$ cat src/rtl/half_bridge_pkg.sv
// Shared types and elaboration helpers for the half-bridge controller.
//   hb_state_t    : controller state encoding (IDLE / RUN / FAULT)
//   hb_params_ok  : returns 1 when PERIOD/DEAD/CW form a legal combination
package half_bridge_pkg;

    typedef enum logic [1:0] {
        IDLE  = 2'd0,
        RUN   = 2'd1,
        FAULT = 2'd2
    } hb_state_t;

    // DEAD must leave room for both dead bands inside one period, and the
    // period index (0..PERIOD-1) must fit in the CW-bit counter.
    function automatic bit hb_params_ok(input int cw, input int period, input int dead);
        return (dead >= 1) && (2 * dead < period) && (period <= (1 << cw));
    endfunction

endpackage

$ cat src/rtl/oc_detect.sv
// Overcurrent comparator: purely combinational |i_smp| > oc_lim check.
// Ports:
//   i_smp  : signed load-current sample (IW bits, two's complement)
//   i_vld  : sample valid
//   oc_lim : unsigned magnitude limit (IW-1 bits)
//   trip   : high while a valid sample exceeds the limit
module oc_detect #(
    parameter int IW = 12
) (
    input  logic [IW-1:0] i_smp,
    input  logic          i_vld,
    input  logic [IW-2:0] oc_lim,
    output logic          trip
);

    logic [IW-1:0] mag;

    // Magnitude kept in IW bits unsigned so the most negative code maps to
    // 2^(IW-1) instead of wrapping back to itself.
    always_comb begin
        mag  = i_smp[IW-1] ? ((~i_smp) + IW'(1)) : i_smp;
        trip = i_vld && (mag > {1'b0, oc_lim});
    end

endmodule

$ cat src/rtl/half_bridge_ctrl.sv
// Half-bridge gate sequencer: complementary gates from a fixed-period PWM
// counter with dead time, double-buffered duty and latched overcurrent fault.
// Ports:
//   clk, rst              : clock, asynchronous active-high reset
//   en                    : run request (level)
//   duty/duty_vld/duty_rdy: duty handshake into the shadow register
//   i_smp/i_vld/oc_lim    : current sample, valid, overcurrent limit
//   fault_clr             : clears a latched fault
//   gate_hi/gate_lo       : registered gate drives
//   fault                 : latched overcurrent
//   period_start          : one-cycle pulse in period index 0
//
// state | meaning
// IDLE  | gates off, waiting for en
// RUN   | PWM counting, gates decoded from period index and active duty
// FAULT | overcurrent latched, gates off until fault_clr
module half_bridge_ctrl
    import half_bridge_pkg::*;
#(
    parameter int CW     = 10,
    parameter int PERIOD = 1000,
    parameter int DEAD   = 8,
    parameter int IW     = 12
) (
    input  logic          clk,
    input  logic          rst,
    input  logic          en,
    input  logic [CW-1:0] duty,
    input  logic          duty_vld,
    output logic          duty_rdy,
    input  logic [IW-1:0] i_smp,
    input  logic          i_vld,
    input  logic [IW-2:0] oc_lim,
    input  logic          fault_clr,
    output logic          gate_hi,
    output logic          gate_lo,
    output logic          fault,
    output logic          period_start
);

    if (!hb_params_ok(CW, PERIOD, DEAD)) begin : g_bad_params
        $error("half_bridge_ctrl: illegal CW/PERIOD/DEAD combination");
    end

    localparam logic [CW-1:0] P_LAST = CW'(PERIOD - 1);
    localparam logic [CW-1:0] P_CLAMP = CW'(PERIOD);
    localparam logic [CW:0]   PER_X  = (CW + 1)'(PERIOD);
    localparam logic [CW:0]   DEAD_X = (CW + 1)'(DEAD);

    hb_state_t     state_q, state_d;
    logic [CW-1:0] p_q, p_d;
    logic [CW-1:0] d_q, d_d;
    logic [CW-1:0] sh_q, sh_d;
    logic          rdy_d;
    logic          trip, xfer, copy;
    logic          hi_d, lo_d, ps_d;

    oc_detect #(.IW(IW)) u_oc (
        .i_smp  (i_smp),
        .i_vld  (i_vld),
        .oc_lim (oc_lim),
        .trip   (trip)
    );

    assign xfer = duty_vld && duty_rdy;

    always_comb begin
        state_d = state_q;
        p_d     = '0;
        d_d     = d_q;
        sh_d    = sh_q;
        rdy_d   = duty_rdy;
        copy    = 1'b0;

        unique case (state_q)
            IDLE:  if (en) state_d = RUN;
            RUN: begin
                if (!en) state_d = IDLE;
                if (p_q != P_LAST) p_d = p_q + CW'(1);
            end
            FAULT: if (fault_clr) state_d = IDLE;
            default: state_d = IDLE;
        endcase

        if (trip) state_d = FAULT;
        if (state_d != RUN) p_d = '0;

        // Full shadow moves to the active duty at a period boundary or on run
        // entry. A transfer in the same cycle only refills the shadow.
        copy = !duty_rdy &&
               ((state_q == IDLE && state_d == RUN) || (state_q == RUN && p_q == P_LAST));
        if (copy) begin
            d_d   = sh_q;
            rdy_d = 1'b1;
        end
        if (xfer) begin
            sh_d  = ({1'b0, duty} > PER_X) ? P_CLAMP : duty;
            rdy_d = 1'b0;
        end

        // Gates are decoded from next-cycle values so the registered outputs
        // line up with the period index they belong to.
        hi_d = (state_d == RUN) && ({1'b0, p_d} >= DEAD_X) && ({1'b0, p_d} < {1'b0, d_d});
        lo_d = (state_d == RUN) && ({1'b0, p_d} >= ({1'b0, d_d} + DEAD_X)) &&
               ({1'b0, p_d} < PER_X);
        ps_d = (state_d == RUN) && (p_d == '0);
    end

    always_ff @(posedge clk or posedge rst) begin
        if (rst) begin
            state_q      <= IDLE;
            p_q          <= '0;
            d_q          <= '0;
            sh_q         <= '0;
            duty_rdy     <= 1'b1;
            gate_hi      <= 1'b0;
            gate_lo      <= 1'b0;
            fault        <= 1'b0;
            period_start <= 1'b0;
        end else begin
            state_q      <= state_d;
            p_q          <= p_d;
            d_q          <= d_d;
            sh_q         <= sh_d;
            duty_rdy     <= rdy_d;
            gate_hi      <= hi_d;
            gate_lo      <= lo_d;
            fault        <= (state_d == FAULT);
            period_start <= ps_d;
        end
    end

endmodule

$ cat config.mk
export PLATFORM = sky130hd
export DESIGN_NAME = half_bridge_ctrl
export DESIGN_NICKNAME = d
export VERILOG_FILES = /design/src/rtl/half_bridge_pkg.sv /design/src/rtl/oc_detect.sv /design/src/rtl/half_bridge_ctrl.sv
export SDC_FILE = /design/constraint.sdc
export NUM_CORES = 1
export LEC_CHECK = 0
export BUFFER_PORTS_ARGS = -buffer_cell sky130_fd_sc_hd__buf_2
export CAP_MARGIN = 30
export CORE_ASPECT_RATIO = 0.75
export CORE_MARGIN = 4
export CORE_UTILIZATION = 40
export CTS_BUF_LIST = sky130_fd_sc_hd__clkbuf_2
export DETAILED_ROUTE_END_ITERATION = 8
export PLACE_DENSITY = 0.57
export SLEW_MARGIN = 5
export SYNTH_ARGS = -nofsm -noshare
export SYNTH_HDL_FRONTEND = slang
export SYNTH_SLANG_ARGS = --single-unit
$ cat constraint.sdc
create_clock -name clk -period 7.2 [get_ports clk]
set_clock_uncertainty 0.1 [all_clocks]
set_input_delay 0.36 -clock clk [delete_from_list [all_inputs] [get_ports clk]]
set_output_delay 0.36 -clock clk [all_outputs]
set_load 0.1 [all_outputs]
Word-level counts from Yosys, hierarchy flattened
Cells that the tools add are included.
Operators by class
  add/subtract/negate cells: 3
  $lt $le $gt $ge: 6
  equal/unequal tests: 7
  mux-type cells: 13
  bitwise logic cells: 1
  reduce and logical (&&, ||, !) cells: 15
Operators by type and width (count)
  $mux 10: 5
  $add 12x1->12 const B: 1
  $gt 12x11->1: 1
  $mux 12: 1
  $not 12->12: 1
  $add 10x4->11 const B: 1
  $ge 10x11->1: 1
  $add 10x1->10 const B: 1
  $eq 10x10->1 const B: 1
  $ge 10x4->1 const B: 1
  $gt 10x10->1 const B: 1
  $logic_and 1x1->1: 10
  $logic_not 10->1: 1
  $lt 10x10->1: 1
  $lt 10x10->1 const B: 1
  $ne 10x10->1 const B: 1
  $mux 2: 4
  $pmux 2 s3: 1
  $eq 2x1->1 const B: 2
  $eq 2x2->1 const B: 2
  $logic_not 2->1: 1
  $mux 1: 2
  $ne 2x1->1 const B: 1
  $reduce_bool 2->1: 1
  2 further kinds: 2
Word-level totals
  flip-flop bits (word level): 37
  bits of input ports: 39
  output and inout bits: 5

Depth between registers and ports, before layout
Gate-level depths: netlist (run 1).
  depth in word-level cells: 15
  gate-level depth with buffers: 27
  gate-level depth less buffers: 26

Hierarchy
Synthesis (run 1) repeated with hierarchy kept, for this count alone.
Second synthesis, totals
  cells, all modules: 290
  area total of the unflattened synthesis: 2720.1 um^2
Modules (own cells, without submodules)
  half_bridge_ctrl: times used 1, cells an instance 218, area an instance 2195.9 um^2, seq. area each 927.1 um^2
  oc_detect: times used 1, cells an instance 72, area an instance 524.3 um^2, seq. area each 0.0 um^2

Worst setup path after synthesis (run 1)
OpenSTA, ideal clock, no wires.
  kind: input to register
  from: input i_smp[5]
  to: register gate_lo
  library setup time: 0.138 ns
  arrival time: 5.009 ns
  slack: 1.952 ns
  stages: 24
  path buffers: 1
  cell sequence: or4_1 -> or2_2 -> o31ai_1 -> xnor2_1 -> ha_1 -> nand3_1 -> or3_1 -> a21o_1 -> a31o_2 -> nand3b_4 -> o2bb2ai_4 -> buf_6 -> mux2_2 -> ha_1 -> inv_1 -> ha_1 -> a21o_1 -> a21oi_1 -> o21ai_0 -> a21o_1 -> a211oi_1 -> nor2_1 -> o2111ai_1 -> a41oi_1
On the way
  longest elaborated chain between the ends: 15
RTL lines
  start: declaration: line half_bridge_ctrl.sv:31  | input logic [IW-1:0] i_smp,
  $not 12->12: line oc_detect.sv:21  | mag = i_smp[IW-1] ? ((~i_smp) + IW'(1)) : i_smp;
  $add 12x1->12: line oc_detect.sv:21
  $mux 12 *: line oc_detect.sv:21
  $gt 12x11->1 *: line oc_detect.sv:22  | trip = i_vld && (mag > {1'b0, oc_lim});
  $logic_and 1x1->1 *: line oc_detect.sv:22
  $mux 2 *: line half_bridge_ctrl.sv:85  | if (trip) state_d = FAULT;
  $eq 2x1->1 *: line half_bridge_ctrl.sv:91  | ((state_q == IDLE && state_d == RUN) || (state_q == RUN && p_q == P_LAST));
  $logic_and 1x1->1 *: line half_bridge_ctrl.sv:91
  $logic_or 1x1->1 *: line half_bridge_ctrl.sv:91
  $logic_and 1x1->1 *: line half_bridge_ctrl.sv:90  | copy = !duty_rdy &&
  $mux 10 *: line half_bridge_ctrl.sv:92  | if (copy) begin
  named net d_d[4]: line half_bridge_ctrl.sv:52  | logic [CW-1:0] d_q, d_d;
  $add 10x4->11 *: line half_bridge_ctrl.sv:104  | lo_d = (state_d == RUN) && ({1'b0, p_d} >= ({1'b0, d_d} + DEAD_X)) &&
  $ge 10x11->1 *: line half_bridge_ctrl.sv:104
  $logic_and 1x1->1 * (2 in a row): line half_bridge_ctrl.sv:104
  named net lo_d: line half_bridge_ctrl.sv:56  | logic hi_d, lo_d, ps_d;
  end signal: assignment: line half_bridge_ctrl.sv:127  | gate_lo <= lo_d;
  end: declaration: line half_bridge_ctrl.sv:36  | output logic gate_lo,
Mark *: on every way through the listed nets, which the timed path passes. The rest lies on a longest branch.
A chain may end at the register's enable or synchronous reset.

Worst setup path in the final report (run 1)
Same ends and word-level chain as after synthesis.

==> results_dict.tcl, run 1 <==
set metrics [dict create \
    drt_iter0_drc 99 \
    cp_max_fo 13 \
    syn-num-nets 355 \
    startpoint "i_smp[5]" \
    rsz0062_at_grt "no" \
    syn_inst 285 \
    cts_tree "done" \
    diodes 0 \
    period_share_pct 75.0 \
    synth_area_leaders "dfrtp_1 (33%), ha_1 (14%), mux2_2 (4.6%)" \
    area_growth_pct 14.4 \
    synth_common_cells "dfrtp_1 (36), ha_1 (31), inv_1 (28)" \
    num_io_pins 44 \
    fillers 616 \
    relSlewSlack_pct 66.9 \
    grt.overflow.total 0 \
    insertion_delay_ns 0.39 \
    max_cap_violations 0 \
    gp_congestion 0.820 \
    hold_viol 0 \
    clock-sinks 37 \
    r2r_slack_ns 2.90 \
    synthFlopType "dfrtp_1" \
    reg2reg_depth 18 \
    cts_root_buffer "clkbuf_2" \
    yosys_warnings 0 \
    use_met3_pct 3.34 \
    crit_arrival_ns 5.56 \
    yosys_register_bits 37 \
    yosysSeqAreaShare_pct 34.4 \
    numPortBuffers 43 \
    r2r_end "gate_lo" \
    vias 2153 \
    cts_setup_buffers 0 \
    peakVddDrop_mv 0.236 \
    gr-max-usage-layer "met1" \
    async_flop_share_pct 100 \
    die_area_mm2 0.00813 \
    synth_largest_area_cell "dfrtp_1" \
    hold_class "in2reg" \
    layout_setup_ws_ns 1.80 \
    p_leak_nw 1.57 \
    syn_avg_cell_area_um2 9.46 \
    fmax_mhz 185 \
    dpl.cell_count 406 \
    endpoint "gate_lo" \
    fp.dieW_um 103 \
    cts_made_buffers 5 \
    wl_um 5770 \
    startpoint_type "input port" \
    wl_per_cell_um 13.9 \
    syn_area_mm2 0.00270 \
    fin_nets 404 \
    ys_types 44 \
    finalPower_mw 0.802 \
    fp-row-count 25 \
    grtUsageTotal_pct 16.1 \
    initial_core_util_pct 42.0 \
    core-area_mm2 0.00641 \
    clkTransAtPathRegs_ns 0.21 \
    use_met2_pct 23.3 \
    synth_edf_count 0 \
    tns_ns 0 \
    die_h_um 79.1 \
    required_ns 7.36 \
    grt_use_met1_pct 24.5 \
    drtPass1Iterations 4 \
    synth_most_common_cell "dfrtp_1" \
    endpoint_kind "flip-flop" \
    whs_ns 0.0774 \
    drc 0 \
    grt_pass1_vias 2210 \
    final_cells 416 \
    grt_pass1_wl_um 10300 \
    tightest_slew_ns 0.501 \
    setup_viol 0 \
    hpwl_um 4620 \
    ant_nets 0 \
    grt_max_degree 38 \
    htree_levels 2 \
    power_density_mw_per_mm2 260 \
    layout-drive-gt1-share_pct 21.2 \
    critPathKind "in2reg" \
    cts_max_path_buffers 2 \
    antenna_found_initial 0 \
    viasPerCell 5.18 \
    slew_violations 0 \
    place_ws_ns 1.43 \
    outcome "complete, no violations" \
    r2r_start "p_q[0]" \
    finalCriticalPeriod_ns 5.40 \
    synth_top_area_share_pct 33.4 \
]
[cell usage in the layout (no fill, tap or decap), types with 2 or more instances in the layout]
cell type       n
a211oi_1        3
a21o_1          6
a21oi_1        12
a22o_1          3
and2_1          2
and3_1          8
and4_1          2
buf_2          43
clkbuf_2        5
dfrtp_1        36
dlygate4sd3_1   2
ha_1           31
inv_1          28
mux2_2         11
mux2i_1         5
nand2_1        15
nand2b_1        7
nand3_1         7
nand4_1         9
nor2_1         18
nor2b_1         4
nor3_1          5
o2111ai_1       2
o211ai_1        2
o21ai_0        16
o31ai_1         3
or2_2           2
or3_1           5
xnor2_1        14
xor2_1         10
[worst min-delay path by stage]
stage	from	to	slack, ns	cells past startpoint
2_1_floorplan	d_q[9]	gate_lo	0.34	1
3_3_place_gp	d_q[9]	gate_lo	0.37	1
3_5_place_dp	d_q[9]	gate_lo	0.37	1
4_1_cts	fault_clr	fault	0.01	2
5_1_grt	duty[2]	sh_q[2]	0.03	2
6_report	duty[3]	sh_q[3]	0.08	3
[flip-flops by register name, indices dropped and copies added, names as in the netlist]
register	count
d_q	10
p_q	10
sh_q	10
state_q	2
duty_rdy	1
fault	1
gate_hi	1
gate_lo	1
period_start	1
[worst max-delay path, cell delays in order]
cell	delay, ns
buf_2	0.11
or4_1	0.56
or2_2	0.31
o31ai_1	0.24
xnor2_1	0.10
ha_1	0.29
nand3_1	0.09
or3_1	0.42
a21o_1	0.18
a31o_2	0.26
nand3b_4	0.13
o2bb2ai_4	0.25
mux2i_1	0.32
inv_1	0.13
ha_1	0.30
xor2_1	0.19
ha_1	0.31
o2111ai_1	0.11
o21ai_0	0.13
a21o_1	0.19
a211oi_1	0.23
nor2_1	0.07
o2111ai_1	0.21
a41oi_1	0.07
[power by group]
group | internal [mW] | leakage [nW] | total, mW | switching, mW
Sequential | 0.271 | 0.469 | 0.323 | 0.0514
Clock | 0.0575 | 0.0366 | 0.131 | 0.0739
Combinational | 0.144 | 1.06 | 0.348 | 0.204
Total | 0.473 | 1.57 | 0.802 | 0.329
[cell families after synthesis]
kind of cell    count (synthesis)  synth area share [%]
flops                          37                  34.4
buf+inv                        32                  4.73
simple gates                   89                  18.1
xor+xnor                       24                  7.80
mux                            16                  6.45
compound gates                 56                  14.1
fa+ha+maj                      31                  14.4
[per-layer routing]
metal	up-vias	part of all wire (%)
met5	-	0
met3	5	4.2
met1	997	54
met4	0	0.62
li1	1108	-
met2	43	42
[repair_timing]
item                                   CTS  global route
endpoints found under the hold margin   36             1
hold buffers                             1             1
resized for setup                        0             0
[final cells by class]
class                      count  area (um2)  area share, %
multi-input combinational    216        1640           53.2
sequential                    37         927           30.1
timing repair buffer          46         243           7.87
inverter                      28         105           3.41
tap                           81         101           3.29
clock inverter                 3        41.3           1.34
clock buffer                   5        25.0          0.811
[metrics by stage]
step	utilization [%]	cell area (um2)
finish	48.1	3080
global route	48.1	3080
CTS	47.9	3070
detailed placement	46.8	3000
global placement	46.8	3000
floorplan	-	2700
(Power assumes the default switching activity.)
==> run 2: changes to the inputs <==
--- a/config.mk
+++ b/config.mk
@@ -5,6 +5,7 @@
 export SDC_FILE = /design/constraint.sdc
 export NUM_CORES = 1
 export LEC_CHECK = 0
+export ABC_AREA = 1
 export BUFFER_PORTS_ARGS = -buffer_cell sky130_fd_sc_hd__buf_2
 export CAP_MARGIN = 30
 export CORE_ASPECT_RATIO = 0.75
@@ -12,7 +13,7 @@
 export CORE_UTILIZATION = 40
 export CTS_BUF_LIST = sky130_fd_sc_hd__clkbuf_2
 export DETAILED_ROUTE_END_ITERATION = 8
-export PLACE_DENSITY = 0.57
+export PLACE_DENSITY = 0.59
 export SLEW_MARGIN = 5
 export SYNTH_ARGS = -nofsm -noshare
 export SYNTH_HDL_FRONTEND = slang
==> constraint.sdc (replaced) <==
create_clock -name clk -period 4.56 [get_ports clk]
set_clock_uncertainty 0.1 [all_clocks]
set_input_delay 0.228 -clock clk [delete_from_list [all_inputs] [get_ports clk]]
set_output_delay 0.228 -clock clk [all_outputs]
set_load 0.1 [all_outputs]
==> run 2 against run 1 <==
  * Global-route usage down 0.39 points
  * Power up 59%
  * Largest power group unchanged
  * Utilization up 0.81 points
  * Critical path depth up 5
  * Sequential share of layout area down 2.6 points
  * Sequential power up 47%
  * Via count up 15%
  * Non-clock buffer count up 11
  * Worst setup slack worse by 1.3 ns
  * Combinational power up 72%
  * Cell count up 30%
  * First-iteration DRC count down 32%
==> results_dict.tcl, run 2 <==
set metrics [dict create \
    use_met3_pct 3.26 \
    async_flop_share_pct 100 \
    wl_per_cell_um 11.2 \
    synthFlopType "dfrtp_1" \
    grt_use_met1_pct 21.9 \
    p_leak_nw 1.81 \
    top_regs "d_q (10), p_q (10), sh_q (10)" \
    clock-sinks 37 \
    drtPass1Iterations 4 \
    cp_slowest_cell "o311a_1" \
    crit_arrival_ns 4.30 \
    syn_avg_cell_area_um2 7.50 \
    yosysSeqAreaShare_pct 32.4 \
    endpoint_kind "flip-flop" \
    grt_pass1_wl_um 10900 \
    gp_congestion 0.806 \
    layout_setup_ws_ns 0.481 \
    cp_common_cell "nand2_1" \
    hpwl_um 5050 \
    layout-drive-gt1-share_pct 18.7 \
    required_ns 4.78 \
    final_area_mm2 0.00337 \
    cp_max_fo 17 \
    drc 0 \
    setup_viol 0 \
    slew_violations 0 \
    htree_levels 2 \
    r2r_end "gate_lo" \
    critPathKind "in2reg" \
    wl_um 6100 \
    synth_most_common_cell "nand2_1" \
    grt.overflow.total 0 \
    synth_edf_count 0 \
    clkTransAtPathRegs_ns 0.19 \
    fin_nets 513 \
    num_io_pins 44 \
    fmax_mhz 245 \
    cts_made_buffers 5 \
    cts_setup_buffers 0 \
    synth_common_cells "nand2_1 (90), inv_1 (65), nor2_1 (40)" \
    reg2reg_depth 20 \
    antenna_found_initial 0 \
    synth_top_area_share_pct 31.4 \
    outcome "complete, no violations" \
    startpoint_type "input port" \
    vias 2477 \
    r2r_start "p_q[0]" \
    fp.dieW_um 106 \
    cts_root_buffer "clkbuf_2" \
    hold_viol 0 \
    layout_common_cells "nand2_1 (90), inv_1 (65), buf_2 (43), nor2_1 (40), dfrtp_1 (36)" \
    rsz0062_at_grt "no" \
    tightest_slew_ns 0.483 \
    layout_commonest_cell "nand2_1" \
    period_share_pct 89.5 \
    core-area_mm2 0.00690 \
    gr-max-usage-layer "met2" \
    tns_ns 0 \
    grtUsageTotal_pct 15.7 \
    initial_core_util_pct 41.5 \
    syn_area_mm2 0.00287 \
    fp-row-count 26 \
    place_ws_ns 0.109 \
    yosys_warnings 0 \
    cp.buffers_inverters 6 \
    peakVddDrop_mv 0.245 \
    drt_iter0_drc 67 \
    holdPathEnd "sh_q[3]" \
    cts_tree "done" \
    diodes 0 \
    ant_nets 0 \
    finalPower_mw 1.27 \
    max_cap_violations 0 \
    hold_class "in2reg" \
    numPortBuffers 43 \
    min_path_cells 3 \
    die_h_um 81.3 \
    critPathTopFamily "simple AND/OR/NAND/NOR gates" \
    grt_max_degree 38 \
    relSlewSlack_pct 67.5 \
    viasPerCell 4.57 \
    finalCriticalPeriod_ns 4.08 \
    yosys_register_bits 37 \
    slowest_delay_ns 0.33 \
    area_growth_pct 17.7 \
    fillers 711 \
    r2r_slack_ns 0.91 \
    cts_max_path_buffers 2 \
    syn_inst 382 \
    syn-num-nets 452 \
    synth_area_leaders "dfrtp_1 (31%), ha_1 (14%), nand2_1 (12%)" \
    synth_largest_area_cell "dfrtp_1" \
    power_density_mw_per_mm2 377 \
    ys_types 36 \
    die_area_mm2 0.00860 \
    insertion_delay_ns 0.37 \
    use_met2_pct 25.0 \
    place_area_mm2 0.00319 \
    min-delay-start "duty[3]" \
    grt_pass1_vias 2508 \
]
run 2: cell types whose count changed after synthesis, sizes merged, moves of 8 or more:
| cell | before | now |
|---|---|---|
| nor2 | 18 | 46 |
| and3 | 8 | 0 |
| inv | 28 | 68 |
| mux2 | 11 | 0 |
| nand3 | 7 | 22 |
| nand2 | 15 | 103 |
| xnor2 | 14 | 4 |
run 2: per-stage QoR:
step / util, % / std cells / hold slack, ns
4_1_cts: 48.9 / 542 / 0.00276
3_5_place_dp: 46.2 / 522 / 0.276
5_1_grt: 48.9 / 542 / 0.0291
3_3_place_gp: 46.2 / 522 / 0.277
6_report: 48.9 / 542 / 0.0355
2_1_floorplan: - / 382 / 0.191
run 2: power breakdown:
| group | switching (mW) | internal (mW) | total (mW) |
|---|---|---|---|
| Combinational | 0.392 | 0.205 | 0.598 |
| Clock | 0.107 | 0.0937 | 0.201 |
| Sequential | 0.0503 | 0.424 | 0.474 |
run 2: final cells by class:
type	instances	area (um2)	share of cell area [%]
Tap cell	98	123	3.64
Inverter	69	259	7.68
Clock buffer	6	30.0	0.890
Timing Repair Buffer	57	350	10.4
Sequential cell	37	927	27.5
Clock inverter	2	33.8	1.00
Multi-Input combinational cell	273	1650	48.9
run 2: kinds of logic (layout without fill, tap and decap cells):
kind of cell	after synthesis	in the layout	synth area share (%)
adder cells (fa/ha/maj)	31	31	13.5
buffers and inverters	72	134	10.0
AND/OR/NAND/NOR	188	188	31.3
XOR/XNOR	12	12	3.67
AO/OA/AOI/OAI	42	42	9.13
flip-flops	37	37	32.4
run 2: worst max-delay path by stage:
stage	from	to	slack, ns	cells after the start
floorplan	i_smp[5]	gate_lo	0.63	29
global placement	i_smp[3]	gate_lo	0.26	29
detailed placement	i_smp[3]	gate_lo	0.11	29
CTS	i_smp[3]	gate_lo	0.49	29
global route	i_smp[3]	gate_lo	0.08	29
finish	i_smp[3]	gate_lo	0.48	29
run 2: tightest hold or removal path: cells and delay by family:
kind	cells	cell delay, ns
AO/OA/AOI/OAI	1	0.07
buffers and inverters	1	0.10
AND/OR/NAND/NOR	1	0.09
run 2: metal layers:
layer	vias to the layer above	part of all wire, %
met5	-	0
met4	0	0.59
met3	4	2.8
met2	28	42
met1	1107	54
li1	1338	-
run 2: repair_timing:
action | 4_1_cts | 5_1_grt
hold endpoints to repair | 48 | 0
gates resized for setup | 0 | 0
hold buffers | 12 | 0
==> run 3: changes to the inputs <==
--- a/config.mk
+++ b/config.mk
@@ -13,7 +13,7 @@
 export CORE_UTILIZATION = 40
 export CTS_BUF_LIST = sky130_fd_sc_hd__clkbuf_2
 export DETAILED_ROUTE_END_ITERATION = 8
-export PLACE_DENSITY = 0.59
+export PLACE_DENSITY = 0.57
 export SLEW_MARGIN = 5
 export SYNTH_ARGS = -nofsm -noshare
 export SYNTH_HDL_FRONTEND = slang
==> constraint.sdc (replaced) <==
create_clock -name clk -period 5 [get_ports clk]
set_clock_uncertainty 0.1 [all_clocks]
set_input_delay 0.25 -clock clk [delete_from_list [all_inputs] [get_ports clk]]
set_output_delay 0.25 -clock clk [all_outputs]
set_load 0.1 [all_outputs]
==> run 3 against run 2 <==
  * First-iteration DRC count fell by 6.0%
  * Flip-flop and latch count did not move
  * Highest routed layer unchanged
  * Clock power fell by 31%
==> results_dict.tcl, run 3 (synthesis results as in run 2) <==
set metrics [dict create \
    grt_max_degree 38 \
    layout_commonest_cell "nand2_1" \
    required_ns 5.24 \
    cts_setup_buffers 0 \
    fmax_mhz 249 \
    layout_common_cells "nand2_1 (90), inv_1 (65), buf_2 (43), nor2_1 (40), dfrtp_1 (36)" \
    area_growth_pct 17.1 \
    critPathKind "in2reg" \
    regArea_um2 927 \
    top_regs "d_q (10), p_q (10), sh_q (10)" \
    gp_congestion 0.767 \
    grtUsageTotal_pct 15.9 \
    min-delay-start "i_vld" \
    finalCriticalPeriod_ns 4.02 \
    wl_um 6180 \
    fillers 718 \
    grt.overflow.total 0 \
    tightest_slew_ns 0.477 \
    cp.buffers_inverters 6 \
    setup_viol 0 \
    startpoint "i_smp[0]" \
    peakVddDrop_mv 0.194 \
    antenna_found_initial 0 \
    vias 2522 \
    cts_max_path_buffers 2 \
    clock-sinks 37 \
    multi_input_area_mm2 0.00165 \
    cp_max_fo 17 \
    grt_pass1_vias 2430 \
    core-area_mm2 0.00690 \
    ant_nets 0 \
    fp.dieW_um 106 \
    cp_common_cell "nand2_1" \
    insertion_delay_ns 0.40 \
    initial_core_util_pct 41.5 \
    r2r_end "gate_lo" \
    post_cts_resized 0 \
    hold_viol 0 \
    layout-drive-gt1-share_pct 18.7 \
    cts_tree "done" \
    diodes 0 \
    hpwl_um 5020 \
    relSlewSlack_pct 67.9 \
    period_share_pct 80.4 \
    slew_violations 0 \
    fp-row-count 26 \
    finalPower_mw 1.11 \
    cts_root_buffer "clkbuf_2" \
    p_leak_nw 1.79 \
    drc 0 \
    clkTransAtPathRegs_ns 0.21 \
    outcome "complete, no violations" \
    wl_per_cell_um 11.4 \
    crit_arrival_ns 4.27 \
    holdPathEnd "state_q[1]" \
    endpoint_kind "flip-flop" \
    r2r_slack_ns 1.39 \
    cp_num_cells 32 \
    max_cap_violations 0 \
    critPathTopFamily "simple AND/OR/NAND/NOR gates" \
    drtPass1Iterations 6 \
    numPortBuffers 43 \
    htree_levels 2 \
    drt_iter0_drc 63 \
    r2r_start "p_q[0]" \
    power_density_mw_per_mm2 332 \
    reg2reg_depth 21 \
    min_path_cells 5 \
    rsz0062_at_grt "no" \
    startpoint_type "input port" \
    die_area_mm2 0.00860 \
    tns_ns 0 \
    die_h_um 81.3 \
    slowest_delay_ns 0.32 \
    num_io_pins 44 \
    fin_nets 513 \
    cts_made_buffers 5 \
    cp_slowest_cell "o311a_1" \
    grt_pass1_wl_um 11000 \
    hold_class "in2reg" \
    viasPerCell 4.65 \
]
[run 3: cell types whose count changed in the layout (fill, tap and decap cells not counted)]
cell           change
dlygate4sd3_1      +1
clkbuf_2           -1
clkinv_2           +2
clkinvlp_4         +1
clkinv_1           -1
buf_4              -1
bufinv_16          -1
[run 3: through the flow]
| step | cell area (um2) | hold slack, ns | utilization [%] | worst slack (ns) | std cells |
|---|---|---|---|---|---|
| 6_report | 3350 | 0.0720 | 48.6 | 0.978 | 542 |
| 5_1_grt | 3350 | 0.0551 | 48.6 | 0.461 | 542 |
| 4_1_cts | 3350 | 0.0556 | 48.6 | 1.01 | 542 |
| 3_5_place_dp | 3180 | 0.297 | 46.1 | 0.590 | 521 |
| 3_3_place_gp | 3180 | 0.300 | 46.1 | 0.692 | 521 |
| 2_1_floorplan | 2870 | 0.213 | - | 1.05 | 382 |
[run 3: where the power goes]
part	total [mW]	switching (mW)	leakage [nW]	internal [mW]
registers	0.432	0.0454	0.471	0.387
logic	0.543	0.356	1.29	0.187
clock network	0.138	0.105	0.0287	0.0326
[run 3: worst min-delay path, stage by stage]
cell and delay (ns):
buf_2 0.08, nand2_1 0.05, clkinv_1 0.04, nand2_2 0.06, o21ai_0 0.07
[run 3: repair_timing]
item | in CTS | in global routing
hold endpoints to repair | 49 | 0
setup endpoints to repair | 0 | 0
hold buffers | 13 | 0
[run 3: final cells by class]
type,count,area share [%]
clock inverters,3,0.522
repair buffers,57,10.5
flip-flops and latches,37,27.6
multi-input cells,273,49.2
clock buffers,5,0.746
well taps,98,3.66
inverters,69,7.72
[run 3: worst max-delay path by stage]
| stage | end |
|---|---|
| global placement | gate_lo |
| CTS | gate_lo |
| global route | gate_lo |
| floorplan | gate_lo |
| detailed placement | gate_lo |
| finish | gate_lo |
[run 3: routing by layer]
layer / vias to the layer above / part of all wire (%) / global-route usage, %
li1: 1340 / - / -
met1: 1145 / 53 / 21.7
met2: 30 / 43 / 25.6
met3: 7 / 2.8 / 3.42
met4: 0 / 1.1 / 4.27
met5: - / 0 / 0
